## src/rtl/taxi_pkg.sv

```systemverilog
// Shared taxi types and widths.
// Edge/distance width is common to the pulse generator and the meter.
package taxi_pkg;

  localparam int TAXI_CNT_W = 18;
  localparam int TAXI_SPD_W = 4;

  typedef enum logic [1:0] {
    ST_IDLE,
    ST_RUN,
    ST_HOLD,
    ST_DONE
  } state_e;

endpackage

```

## src/rtl/taxi_tick_timer.sv

```systemverilog
// Half-period timer for the wheel signal.
// Emits a one-cycle tick each time a half period has elapsed.
module taxi_tick_timer
  import taxi_pkg::*;
#(
  parameter int BASE  = 50,
  parameter int SPD_W = TAXI_SPD_W
) (
  input  logic             clk,
  input  logic             rst,
  input  logic             run_i,
  input  logic             clr_i,
  input  logic [SPD_W-1:0] speed_i,
  output logic             tick_o
);

  localparam int TMR_W = $clog2(BASE * (2 ** SPD_W) + 1);

  logic [TMR_W-1:0] half;
  logic [TMR_W-1:0] timer_q;
  logic [TMR_W-1:0] timer_d;
  logic             moving;

  assign half = TMR_W'(BASE)
              * (TMR_W'(2 ** SPD_W) - TMR_W'(speed_i));

  // Speed zero freezes the count so a paused trip resumes mid-period.
  assign moving = run_i && (speed_i != '0);
  assign tick_o = moving && (timer_q >= half - TMR_W'(1));

  always_comb begin
    timer_d = timer_q;
    if (clr_i) begin
      timer_d = '0;
    end else if (tick_o) begin
      timer_d = '0;
    end else if (moving) begin
      timer_d = timer_q + TMR_W'(1);
    end
  end

  always_ff @(posedge clk or posedge rst) begin
    if (rst) begin
      timer_q <= '0;
    end else begin
      timer_q <= timer_d;
    end
  end

endmodule

```

## src/rtl/taxi_motor_gen.sv

```systemverilog
// Wheel-sensor pulse generator feeding the meter's motor input.
// Trip FSM, motor flip-flop, edge counter and target register.
module taxi_motor_gen
  import taxi_pkg::*;
#(
  parameter int BASE  = 50,
  parameter int SPD_W = TAXI_SPD_W,
  parameter int CNT_W = TAXI_CNT_W
) (
  input  logic             clk,
  input  logic             rst,
  input  logic             start,
  input  logic             stop,
  input  logic [SPD_W-1:0] speed,
  input  logic [CNT_W-1:0] target,
  output logic             motor,
  output logic [CNT_W-1:0] edge_cnt,
  output logic             busy,
  output logic             done
);

  state_e           state_q;
  state_e           state_d;
  logic             motor_q;
  logic [CNT_W-1:0] cnt_q;
  logic [CNT_W-1:0] cnt_inc;
  logic [CNT_W-1:0] tgt_q;
  logic             active;
  logic             launch;
  logic             tick;
  logic             hit;

  assign active = (state_q == ST_RUN) || (state_q == ST_HOLD);
  assign launch = start && !stop
               && ((state_q == ST_IDLE) || (state_q == ST_DONE));

  // Stop suppresses any tick landing in the same cycle.
  taxi_tick_timer #(
    .BASE  (BASE),
    .SPD_W (SPD_W)
  ) u_timer (
    .clk     (clk),
    .rst     (rst),
    .run_i   (active && !stop),
    .clr_i   (!active),
    .speed_i (speed),
    .tick_o  (tick)
  );

  assign cnt_inc = (cnt_q == '1) ? cnt_q : cnt_q + CNT_W'(1);
  assign hit     = tick && (tgt_q != '0) && (cnt_inc == tgt_q);

  always_ff @(posedge clk or posedge rst) begin
    if (rst) begin
      state_q <= ST_IDLE;
    end else begin
      state_q <= state_d;
    end
  end

  always_comb begin
    state_d = state_q;
    unique case (state_q)
      ST_IDLE: begin
        if (launch) state_d = ST_RUN;
      end
      ST_RUN: begin
        if (stop)              state_d = ST_IDLE;
        else if (hit)          state_d = ST_DONE;
        else if (speed == '0)  state_d = ST_HOLD;
      end
      ST_HOLD: begin
        if (stop)              state_d = ST_IDLE;
        else if (hit)          state_d = ST_DONE;
        else if (speed != '0)  state_d = ST_RUN;
      end
      ST_DONE: begin
        if (stop)        state_d = ST_IDLE;
        else if (launch) state_d = ST_RUN;
      end
      default: state_d = ST_IDLE;
    endcase
  end

  always_comb begin
    busy = 1'b0;
    done = 1'b0;
    unique case (1'b1)
      (state_q == ST_RUN),
      (state_q == ST_HOLD): busy = 1'b1;
      (state_q == ST_DONE): done = 1'b1;
      default: ;
    endcase
  end

  always_ff @(posedge clk or posedge rst) begin
    if (rst) begin
      motor_q <= 1'b0;
      cnt_q   <= '0;
      tgt_q   <= '0;
    end else begin
      if (tick) begin
        motor_q <= ~motor_q;
      end
      if (launch) begin
        cnt_q <= '0;
        tgt_q <= target;
      end else if (tick) begin
        cnt_q <= cnt_inc;
      end
    end
  end

  assign motor    = motor_q;
  assign edge_cnt = cnt_q;

endmodule
```

## config.mk

```make
export PLATFORM = sky130hd
export DESIGN_NAME = taxi_motor_gen
export DESIGN_NICKNAME = d
export VERILOG_FILES = /design/src/rtl/taxi_pkg.sv /design/src/rtl/taxi_tick_timer.sv /design/src/rtl/taxi_motor_gen.sv
export SDC_FILE = /design/constraint.sdc
export NUM_CORES = 1
export LEC_CHECK = 0
export CORE_MARGIN = 10
export CORE_UTILIZATION = 45
export CTS_CLUSTER_DIAMETER = 150
export DETAILED_ROUTE_END_ITERATION = 10
export PLACE_DENSITY = 0.78
export SLEW_MARGIN = 10
export SYNTH_ARGS = -nofsm -noshare
export SYNTH_HDL_FRONTEND = slang
export SYNTH_SLANG_ARGS = --single-unit
```

## constraint.sdc

```tcl
create_clock -name clk -period 5.3 [get_ports clk]
set_clock_uncertainty 0.1 [all_clocks]
set_input_delay 1.06 -clock clk [delete_from_list [all_inputs] [get_ports clk]]
set_output_delay 1.06 -clock clk [all_outputs]
set_load 0.1 [all_outputs]
```

==> results.md, run 1 <==
* Final setup margin at 190.7 ps
* Tmin final at about 5000 ps
* # rows at 34
* Dpl ws at -587.3 ps
* FMAX at 0.1957 GHz
* Tot GR Track Use at 17.40%
* Syn. warnings at 0
* Num CTS Buffers at 5
* Design Area, Final at between 4000 and 5000 sq um
* Footprint of the multi-input gates at between 2000 and 3000 sq um
* Commonest cells after routing, fill and taps aside: nand2_1 (85), dfrtp_1 (49), clkdlybuf4s50_1 (42), o21ai_0 (34), nor2_1 (27)
* CTS Root Cell: clkbuf_8
* GPL Wtd Cong at between 0.9 and 1
* Antenna Nets Post-Route at 0
* Register area at 1226 sq um
* Final wirelength at 11.76 mm
* TritonCTS clock tree: built
* Clock Sinks at between 40 and 50
* Die span in y at around 110 um
* Worst r2r src: edge_cnt[0]
* Fillers at just under 800
* Vias at 3866
* Area Overhead vs Synth at 24.50%
* Synth Flop Type: dfrtp_1
* Initial antenna violation count at 0
* Crit path from: speed[1]
* Crit path required time at between 5000 and 6000 ps
* Switch share at 41.76%
* Pint at approximately 0.93 mW
* DR iter-0 viols at about 280
* Clk Latency, worst-skew pair at approximately 310 ps
* Final setup fails at 0
* Tot Pwr at around 1.6 mW
* First-pass GRT wire length at approximately 19 mm
* Relative slew slack at around 30%
* Antenna Cells at 0
* Ports at 47
* Largest net degree at the start of global routing at 50
* Port Buffers at 46
* Synth cell types at 66
* Max-cap violations at 0
* Layout cells sized above 1 at between 10 and 15%
* Number of global-route vias before repair at approximately 3700
* Setup_tns at 0 ps
* Die ar. at 12970 sq um
* Clock transition at path regs at around 100 ps
* Commonest non-fill, non-tap cell in the layout: nand2_1
* Sequential area share after synthesis at between 30% and 40%
* DP Area at roughly 4600 sq um
* Critical path class: input pin to flip-flop
* CTS max path bufs at 2
* Die width at ~110 um
* Final hold vios at 0
* Gate Count Post-Synth at 486
* Register share of total power at 35.1%
* Core ar. at around 8600 sq um
* Hpwl dp at 8.676 mm
* Worst IR Drop VDD at about 0.16 mV
* HP Class: flip-flop to flip-flop
* Synthesis-stage register bit count at a little under 50
* # DRC at 0
* EDFF count, synth at 0
* Power share of the combinational group at between 40 and 50%
* Hold-fix buffers, CTS at 0
* Grt ovf at 0
* Mapped Area at just under 4000 sq um
* Crit share post-route at 96.40%
* Max Slew Vio Count at 0
* Routed wire length per instance at between 15 and 20 um
* Leakage at ~2.1 nW
* Startpoint Class: input pin
* WP data arrival at roughly 5200 ps
* Placed cells at 634
* Syn_area_per_cell at 8.164 sq um
* Synth async-reset ratio at between 90% and 100%
* Worst Hold Launch: motor
* Worst-margin pin slew at about 1000 ps
* DRT Pass-1 Iters at 6
* PwrDens at 323.8 nW/um^2
* Status: finished, final reports clean
* DR vias/cell at about 6
* Crit. End Element: flip-flop
* CTS H-tree lvls at 2
* Syn nets at 541
* Fin cells at ~650
* Initial Util at around 46%
* Clock Power Share at around 20%
* Switching Power at 0.6679 mW
* Critical path peak fanout at 4
* Nets at roughly 590
critical path, stage by stage:
cell and delay, ps:
dlymetal6s2s_1 170, inv_2 100, ha_4 180, nor3b_4 250
ha_1 270, inv_1 60, ha_1 250, ha_4 260
ha_4 280, nand3_1 100, o22ai_1 260, nand2_1 110
xnor2_1 140, ha_1 300, nand4_1 150, a21oi_2 210
a221oi_4 110, a211oi_2 220, o2111ai_1 140, or4_4 440
mux2i_1 130
power groups by stage:
stage	sequential, mW	combinational, mW	clock (mW)
final	0.561	0.715	0.324
after CTS	0.556	0.680	0.335
after global placement	0.558	0.637	0
after floorplan	0.525	0.489	0
after detailed placement	0.563	0.664	0
after global routing	0.568	0.795	0.345
layout make-up:
class,count,share of cell area [%]
inverters,19,1.444
multi-input cells,389,54.66
flip-flops and latches,49,24.82
well taps,108,2.736
clock buffers,5,1.393
clock inverters,3,1.393
repair buffers,72,13.55
what timing repair did:
| action | in CTS | in global routing |
|---|---|---|
| gates resized for setup | 9 | 23 |
| endpoints found under the setup margin | 28 | 31 |
| setup buffers | 2 | 1 |
| pin swaps | 3 | 15 |
kinds of logic after synthesis:
family	count (synthesis)	synth area share, %
and+or+nand+nor	200	25.04
AOI/OAI and AO/OA	121	19.93
DFF	49	30.91
buffers and inverters	48	5.865
xor gates and xnor gates	32	7.064
adders and majority gates	29	9.335
muxes	7	1.861
path summary, 6_finish.rpt:
check                                      to  slack [ps]  cells after the start
setup / recovery                   state_q[1]         190                     21
min in group asynchronous            tgt_q[3]        1240                      2
max in group asynchronous  u_timer.timer_q[7]        3210                      2
hold / removal                          motor         380                      1
hold reg to reg                         motor         380                      1
setup reg to reg                   state_q[1]        1910                      8
routing by layer:
layer	vias to the layer above	global-route usage (%)	share of wire, %
met2	137	28.22	48
met3	30	2.310	5.8
met1	1845	23.01	44
li1	1854	-	-
met4	0	6.600	2.8
met5	-	0	0
flip-flops by register name (all words and copies together) (netlist names):
signal,cells
state_q,2
u_timer.timer_q,10
motor,1
tgt_q,18
edge_cnt,18
per-stage QoR:
stage                     hold WS (ps)  utilization [%]
after floorplan                  351.7                -
after global placement           365.3            53.43
after detailed placement         367.7            53.43
after CTS                        384.9            55.69
after global routing             397.9            57.20
final                            381.1            57.20
synth_stat cells, drive strengths merged (2+ instances only):
cell	n	area, sq um
a21boi	2	15.01
and3	8	50.05
mux2	3	33.78
o32a	2	20.02
nor2	28	107.6
ha	28	350.3
and4	5	46.29
nor4	10	75.07
buf	19	122.6
a2111oi	4	41.29
xor2	17	148.9
o21a	2	15.01
dfrtp	49	1226
nand2b	5	31.28
nand3	20	100.1
or2	2	12.51
o31ai	8	60.06
a211oi	8	65.06
or4	2	18.77
o21ai	37	185.2
mux2i	4	40.04
a31o	2	17.52
xnor2	15	131.4
o22ai	3	18.77
a31oi	8	50.05
o2bb2ai	2	17.52
and2	4	25.03
a21oi	26	130.1
clkbuf	10	38.78
nor3	7	46.30
nand4	14	93.84
a311oi	4	35.03
o21bai	2	15.01
o2111ai	2	17.52
nand2	86	325.3
nor2b	5	31.28
inv	19	71.32
(Power assumes the default switching activity.)
==> inputs of run 2 (changes only) <==
GPL_TIMING_DRIVEN = 0   (was unset)
==> run 2 against run 1 <==
Core utilization increased by 0.20 points. Global-route usage increased by 0.57 points. Count of clock-buffer cells in the layout unchanged. Via count increased by 0.28%. Sequential power decreased by 1%. Final cell count increased by 1.9%. Die area unchanged. Combinational power decreased by 2%. Clock power decreased by 23%. Worst setup slack improved by 67 ps. Worst hold slack got worse by 7.0 ps. Critical endpoint unchanged. Highest routed layer unchanged.
==> results.md, run 2 (synthesis gave the netlist of run 1 again) <==
* Clk Latency, worst-skew pair at 320 ps (was 310 ps)
* Worst-margin pin slew at 988.3 ps (was 1050 ps)
* Layout cells sized above 1 at 15.85% (was 13.78%)
* Antenna Nets Post-Route at 0 (unchanged)
* Clock Power Share at 16.7% (was 20.2%)
* Tot Pwr at 1.505 mW (was 1.599 mW)
* CTS max path bufs at 2 (unchanged)
* Vias at 3877 (was 3866)
* Worst IR Drop VDD at 0.1440 mV (was 0.1562 mV)
* DRT Pass-1 Iters at 5 (was 6)
* Initial Util at 45.94% (unchanged)
* Commonest non-fill, non-tap cell in the layout: nand2_1 (unchanged)
* Commonest cells after routing, fill and taps aside: nand2_1 (85), dfrtp_1 (49), clkdlybuf4s50_1 (42), o21ai_0 (36), nor2_1 (26) (was nand2_1 (85), dfrtp_1 (49), clkdlybuf4s50_1 (42), o21ai_0 (34), nor2_1 (27))
* CTS H-tree lvls at 2 (unchanged)
* Startpoint Class: input pin (unchanged)
* HP Class: flip-flop to flip-flop (unchanged)
* First-pass GRT wire length at 19.49 mm (was 18.86 mm)
* Switch share at 44.67% (was 41.76%)
* Final Core Density at 57.40% (was 57.20%)
* CTS Root Cell: clkbuf_8 (unchanged)
* Fillers at 771 (was 769)
* PwrDens at 303.6 nW/um^2 (was 323.8 nW/um^2)
* Initial antenna violation count at 0 (unchanged)
* # rows at 34 (unchanged)
* Grt ovf at 0 (unchanged)
* Fin cells at 657 (was 645)
* Relative slew slack at 33.90% (was 29.91%)
* Die width at 113.9 um (unchanged)
* Crit share post-route at 95.15% (was 96.40%)
* Critical path class: input pin to flip-flop (unchanged)
* Antenna Cells at 0 (unchanged)
* DR iter-0 viols at 389 (was 277)
* Final hold vios at 0 (unchanged)
* Nets at 603 (was 591)
* Leakage at 2.079 nW (was 2.076 nW)
* DR vias/cell at 5.901 (was 5.994)
* Pint at 0.8328 mW (was 0.9315 mW)
* Die ar. at 12970 sq um (unchanged)
* Status: finished, final reports clean (unchanged)
* Final setup fails at 0 (unchanged)
* Tot GR Track Use at 17.98% (was 17.40%)
* Die span in y at 113.9 um (unchanged)
* R2R setup slack at 2050 ps (was 1910 ps)
* Setup_tns at 0 ps (unchanged)
* Crit. End Element: flip-flop (unchanged)
* Tmin final at 5043 ps (was 5109 ps)
* Final wirelength at 11.77 mm (was 11.76 mm)
* Core ar. at 8636 sq um (unchanged)
* Placed cells at 641 (was 634)
* Area Overhead vs Synth at 24.94% (was 24.50%)
* Routed wire length per instance at 17.91 um (was 18.24 um)
* GPL Wtd Cong at 0.9435 (was 0.9446)
* Hold-fix buffers, CTS at 0 (unchanged)
* FMAX at 0.1983 GHz (was 0.1957 GHz)
* Power share of the combinational group at 46.5% (was 44.7%)
* Clock transition at path regs at 100 ps (about the same)
* WP data arrival at 5140 ps (was 5210 ps)
* Largest net degree at the start of global routing at 35 (was 50)
* Footprint of the multi-input gates at 2705 sq um (was 2700 sq um)
* Port Buffers at 46 (unchanged)
* Crit path required time at 5400 ps (about the same)
* Critical path peak fanout at 6 (was 4)
* TritonCTS clock tree: built (unchanged)
* Switching Power at 0.6724 mW (was 0.6679 mW)
* Num CTS Buffers at 5 (unchanged)
* Number of global-route vias before repair at 3855 (was 3723)
* Clock Sinks at 49 (unchanged)
* Ports at 47 (unchanged)
* Register share of total power at 36.9% (was 35.1%)
* Register area at 1226 sq um (unchanged)
* # DRC at 0 (unchanged)
* Min Hold Slack at 374.0 ps (was 381.1 ps)
* Hpwl dp at 8.707 mm (was 8.676 mm)
* Max-cap violations at 0 (unchanged)
* Max Slew Vio Count at 0 (unchanged)
## run 2: cell types whose count changed in the layout (fill, tap and decap cells not counted), moves of 2 or more
cell / previous run / this run
buf_2: 0 / 10
buf_1: 0 / 2
ha_4: 5 / 7
clkbuf_1: 0 / 4
clkbuf_2: 0 / 5
buf_6: 1 / 5
bufinv_16: 2 / 0
o21ai_1: 2 / 0
inv_1: 16 / 14
o21ai_0: 34 / 36
dlymetal6s2s_1: 4 / 1
buf_4: 25 / 13
## run 2: final timing paths
path                          endpoint  cells after the start        start
setup / recovery            state_q[1]                     21     speed[0]
hold reg to reg                  motor                      1        motor
min in group asynchronous  edge_cnt[2]                      2          rst
hold / removal                   motor                      1        motor
setup reg to reg            state_q[1]                      8  edge_cnt[1]
max in group asynchronous   state_q[0]                      3          rst
## run 2: power groups by stage
stage          Sequential [mW]  Combinational (mW)  Clock (mW)
2_1_floorplan            0.525               0.489           0
3_3_place_gp             0.553               0.614           0
3_5_place_dp             0.555               0.638           0
4_1_cts                  0.549               0.676       0.257
5_1_grt                  0.565               0.779       0.269
6_report                 0.555               0.700       0.251
## run 2: critical path, cell delays in order
cell       delay (ps)
buf_6             100
buf_8             120
nor3_2            230
xor2_2            240
ha_1              290
inv_2              80
ha_4              200
ha_4              240
ha_4              280
nand3_1            80
o22ai_1           180
nand2_1            90
xnor2_1           140
ha_1              310
nand4_1           110
a21oi_2           190
a221oi_4          120
a211oi_2          240
o2111ai_2         150
or4_4             530
mux2i_1           140
## run 2: through the flow
| step | cell area, sq um | setup slack, ps |
|---|---|---|
| finish | 4957 | 257.2 |
| global route | 4957 | -21.52 |
| CTS | 4883 | 21.46 |
| detailed placement | 4628 | -1224 |
| global placement | 4608 | -1063 |
| floorplan | 4013 | -4.760 |
## run 2: final cells by class
| cell class | instances | share of cell area [%] |
|---|---|---|
| Multi-Input combinational cell | 389 | 54.57 |
| Clock buffer | 5 | 1.388 |
| Clock inverter | 3 | 0.5805 |
| Buffer | 27 | 3.433 |
| Timing Repair Buffer | 57 | 11.08 |
| Inverter | 19 | 1.489 |
| Tap cell | 108 | 2.726 |
| Sequential cell | 49 | 24.74 |
## run 2: routing by layer
layer	vias up	global-route usage [%]	part of all wire [%]
met5	-	0	0
met2	132	29.52	48
met3	15	2.730	6.1
li1	1872	-	-
met1	1858	23.79	45
met4	0	5.430	1.5
## run 2: what timing repair did
action | 4_1_cts | 5_1_grt
endpoints found under the setup margin | 31 | 29
resized for setup | 26 | 20
setup buffers | 5 | 5
pin swaps | 16 | 14
==> inputs of run 3 (changes only) <==
CORE_UTILIZATION = 35   (was 45)
PLACE_DENSITY = 0.66   (was 0.78)
==> run 3 against run 2 <==
Sequential share of layout area down 0.47 points. Worst setup slack worse by 31 ps. Final cell count up 4.1%. Core utilization down 11 points. Die area up 23%. Final area up 1.9%. Global-route usage down 4.0 points. Flip-flop and latch count unchanged. Largest cell class unchanged. Largest power group unchanged.
==> results.md, run 3 (synthesis gave the netlist of run 1 again) <==
* Status: finished, final reports clean (unchanged)
* Hold-fix buffers, CTS at 0 (unchanged)
* DR vias/cell at 5.573 (was 5.901)
* Crit share post-route at 95.73% (was 95.15%)
* Initial antenna violation count at 0 (unchanged)
* Clk Latency, worst-skew pair at 290 ps (was 320 ps)
* Grt ovf at 0 (unchanged)
* DP Area at 4668 sq um (was 4628 sq um)
* Max Slew Vio Count at 0 (unchanged)
* Initial Util at 36.12% (was 45.94%)
* Final setup fails at 0 (unchanged)
* CTS H-tree lvls at 2 (unchanged)
* Power share of the combinational group at 41.7% (was 46.5%)
* CTS Root Cell: clkbuf_16 (was clkbuf_8)
* Antenna Cells at 0 (unchanged)
* Crit path required time at 5370 ps (was 5400 ps)
* Die ar. at 15990 sq um (was 12970 sq um)
* Routed wire length per instance at 16.91 um (was 17.91 um)
* Commonest non-fill, non-tap cell in the layout: nand2_1 (unchanged)
* Dpl ws at -1177 ps (was -1224 ps)
* Worst-margin pin slew at 1002 ps (was 988.3 ps)
* Hpwl dp at 8.917 mm (was 8.707 mm)
* Vias at 3812 (was 3877)
* Crit-path max cell delay at 590 ps (was 530 ps)
* Worst IR Drop VDD at 0.1472 mV (was 0.1440 mV)
* Commonest cells after routing, fill and taps aside: nand2_1 (85), dfrtp_1 (49), clkdlybuf4s50_1 (42), o21ai_0 (36), nor2_1 (25) (was nand2_1 (85), dfrtp_1 (49), clkdlybuf4s50_1 (42), o21ai_0 (36), nor2_1 (26))
* Max-cap violations at 0 (unchanged)
* Switching Power at 0.6607 mW (was 0.6724 mW)
* FMAX at 0.1971 GHz (was 0.1983 GHz)
* Die width at 126.5 um (was 113.9 um)
* HP Class: flip-flop to flip-flop (unchanged)
* CP top delay family: adder cells (unchanged)
* Crit-path most repeated cell: ha_4 (unchanged)
* Nets at 598 (was 603)
* Switch share at 39.81% (was 44.67%)
* Register share of total power at 33.4% (was 36.9%)
* GPL Wtd Cong at 0.9405 (was 0.9435)
* Relative slew slack at 32.51% (was 33.90%)
* Final hold vios at 0 (unchanged)
* TritonCTS clock tree: built (unchanged)
* Ports at 47 (unchanged)
* # rows at 38 (was 34)
* First-pass GRT wire length at 18.95 mm (was 19.49 mm)
* Largest net degree at the start of global routing at 35 (unchanged)
* Critical path class: input pin to flip-flop (unchanged)
* Final setup margin at 226.2 ps (was 257.2 ps)
* Port Buffers at 46 (unchanged)
* Tot Pwr at 1.660 mW (was 1.505 mW)
* Antenna Nets Post-Route at 0 (unchanged)
* Num CTS Buffers at 5 (unchanged)
* Buf/Inv on CP at 3 (unchanged)
* Final wirelength at 11.57 mm (was 11.77 mm)
* Slowest cell on crit path: or4_4 (unchanged)
* Crit. End Element: flip-flop (unchanged)
* Clock Sinks at 49 (unchanged)
* Startpoint Class: input pin (unchanged)
* Min Hold Slack at 372.6 ps (was 374.0 ps)
* Number of global-route vias before repair at 3655 (was 3855)
* DR iter-0 viols at 220 (was 389)
* Clock transition at path regs at 70 ps (was 100 ps)
* CTS max path bufs at 2 (unchanged)
* Crit-path cells: clkbuf_2 -> inv_2 -> ha_4 -> nor3b_4 -> ha_1 -> inv_2 -> ha_4 -> ha_4 -> ha_4 -> nand3_1 -> o22ai_1 -> nand2_1 -> xnor2_1 -> ha_1 -> nand4_1 -> a21oi_2 -> a221oi_4 -> a211oi_2 -> o2111ai_1 -> or4_4 -> mux2i_1 (was buf_6 -> buf_8 -> nor3_2 -> xor2_2 -> ha_1 -> inv_2 -> ha_4 -> ha_4 -> ha_4 -> nand3_1 -> o22ai_1 -> nand2_1 -> xnor2_1 -> ha_1 -> nand4_1 -> a21oi_2 -> a221oi_4 -> a211oi_2 -> o2111ai_2 -> or4_4 -> mux2i_1)
* Core ar. at 10980 sq um (was 8636 sq um)
* Leakage at 2.107 nW (was 2.079 nW)
* Pint at 0.9988 mW (was 0.8328 mW)
* R2R setup slack at 2140 ps (was 2050 ps)
* Tmin final at 5074 ps (was 5043 ps)
* Design Area, Final at 5052 sq um (was 4957 sq um)
* Die span in y at 126.5 um (was 113.9 um)
* PwrDens at 328.5 nW/um^2 (was 303.6 nW/um^2)
* Critical path peak fanout at 9 (was 6)
* WP data arrival at 5150 ps (was 5140 ps)
* Tot GR Track Use at 14.00% (was 17.98%)
* # DRC at 0 (unchanged)
* DRT Pass-1 Iters at 5 (unchanged)
* Layout cells sized above 1 at 14.34% (was 15.85%)
* Clock Power Share at 24.9% (was 16.7%)
* Area Overhead vs Synth at 27.34% (was 24.94%)
* Final Core Density at 46.00% (was 57.40%)
-- run 3: final cells by class --
| type | count | area (sq um) |
|---|---|---|
| Clock inverter | 3 | 65.06 |
| Fill cell | 1096 | 5931 |
| Sequential cell | 49 | 1226 |
| Inverter | 19 | 71.32 |
| Multi-Input combinational cell | 389 | 2711 |
| Timing Repair Buffer | 53 | 520.5 |
| Clock buffer | 5 | 125.1 |
| Tap cell | 140 | 175.2 |
| Buffer | 26 | 157.7 |
-- run 3: path summary, 6_finish.rpt --
check / from / to / depth (start not counted)
hold / removal: motor / motor / 1
min in group asynchronous: rst / edge_cnt[0] / 2
max in group asynchronous: rst / u_timer.timer_q[9] / 3
setup / recovery: speed[0] / state_q[1] / 21
setup reg to reg: edge_cnt[0] / state_q[1] / 9
hold reg to reg: motor / motor / 1
-- run 3: layer usage --
layer | vias up | global-route usage (%) | part of all wire (%)
li1 | 1861 | - | -
met1 | 1829 | 17.87 | 44
met4 | 0 | 3.014 | 0.92
met5 | - | 0 | 0
met3 | 10 | 1.958 | 5.8
met2 | 112 | 24.36 | 49
-- run 3: worst register-to-register path: cells and delay by family, from the launching register on --
family,cells,cell delay (ps)
buffers and inverters,1,140
DFF,1,470
and+or+nand+nor,5,1470
muxes,1,140
AOI/OAI and AO/OA,1,410
adders and majority gates,1,310
-- run 3: repair_timing --
action / in CTS / in global routing
pin swaps: 8 / 12
gates cloned: 0 / 0
setup buffers: 5 / 1
setup endpoints to repair: 31 / 30
resized for setup: 22 / 18
-- run 3: stage by stage --
step | std cells | TNS, ps
after floorplan | 486 | -6.620
after global placement | 672 | -27800
after detailed placement | 673 | -30800
after CTS | 684 | 0
after global routing | 684 | -29.87
final | 684 | 0
-- run 3: power groups by stage --
stage | sequential [mW] | combinational, mW | clock [mW]
floorplan | 0.525 | 0.489 | 0
global placement | 0.553 | 0.617 | 0
detailed placement | 0.558 | 0.641 | 0
CTS | 0.552 | 0.675 | 0.421
global route | 0.565 | 0.775 | 0.433
finish | 0.554 | 0.692 | 0.414
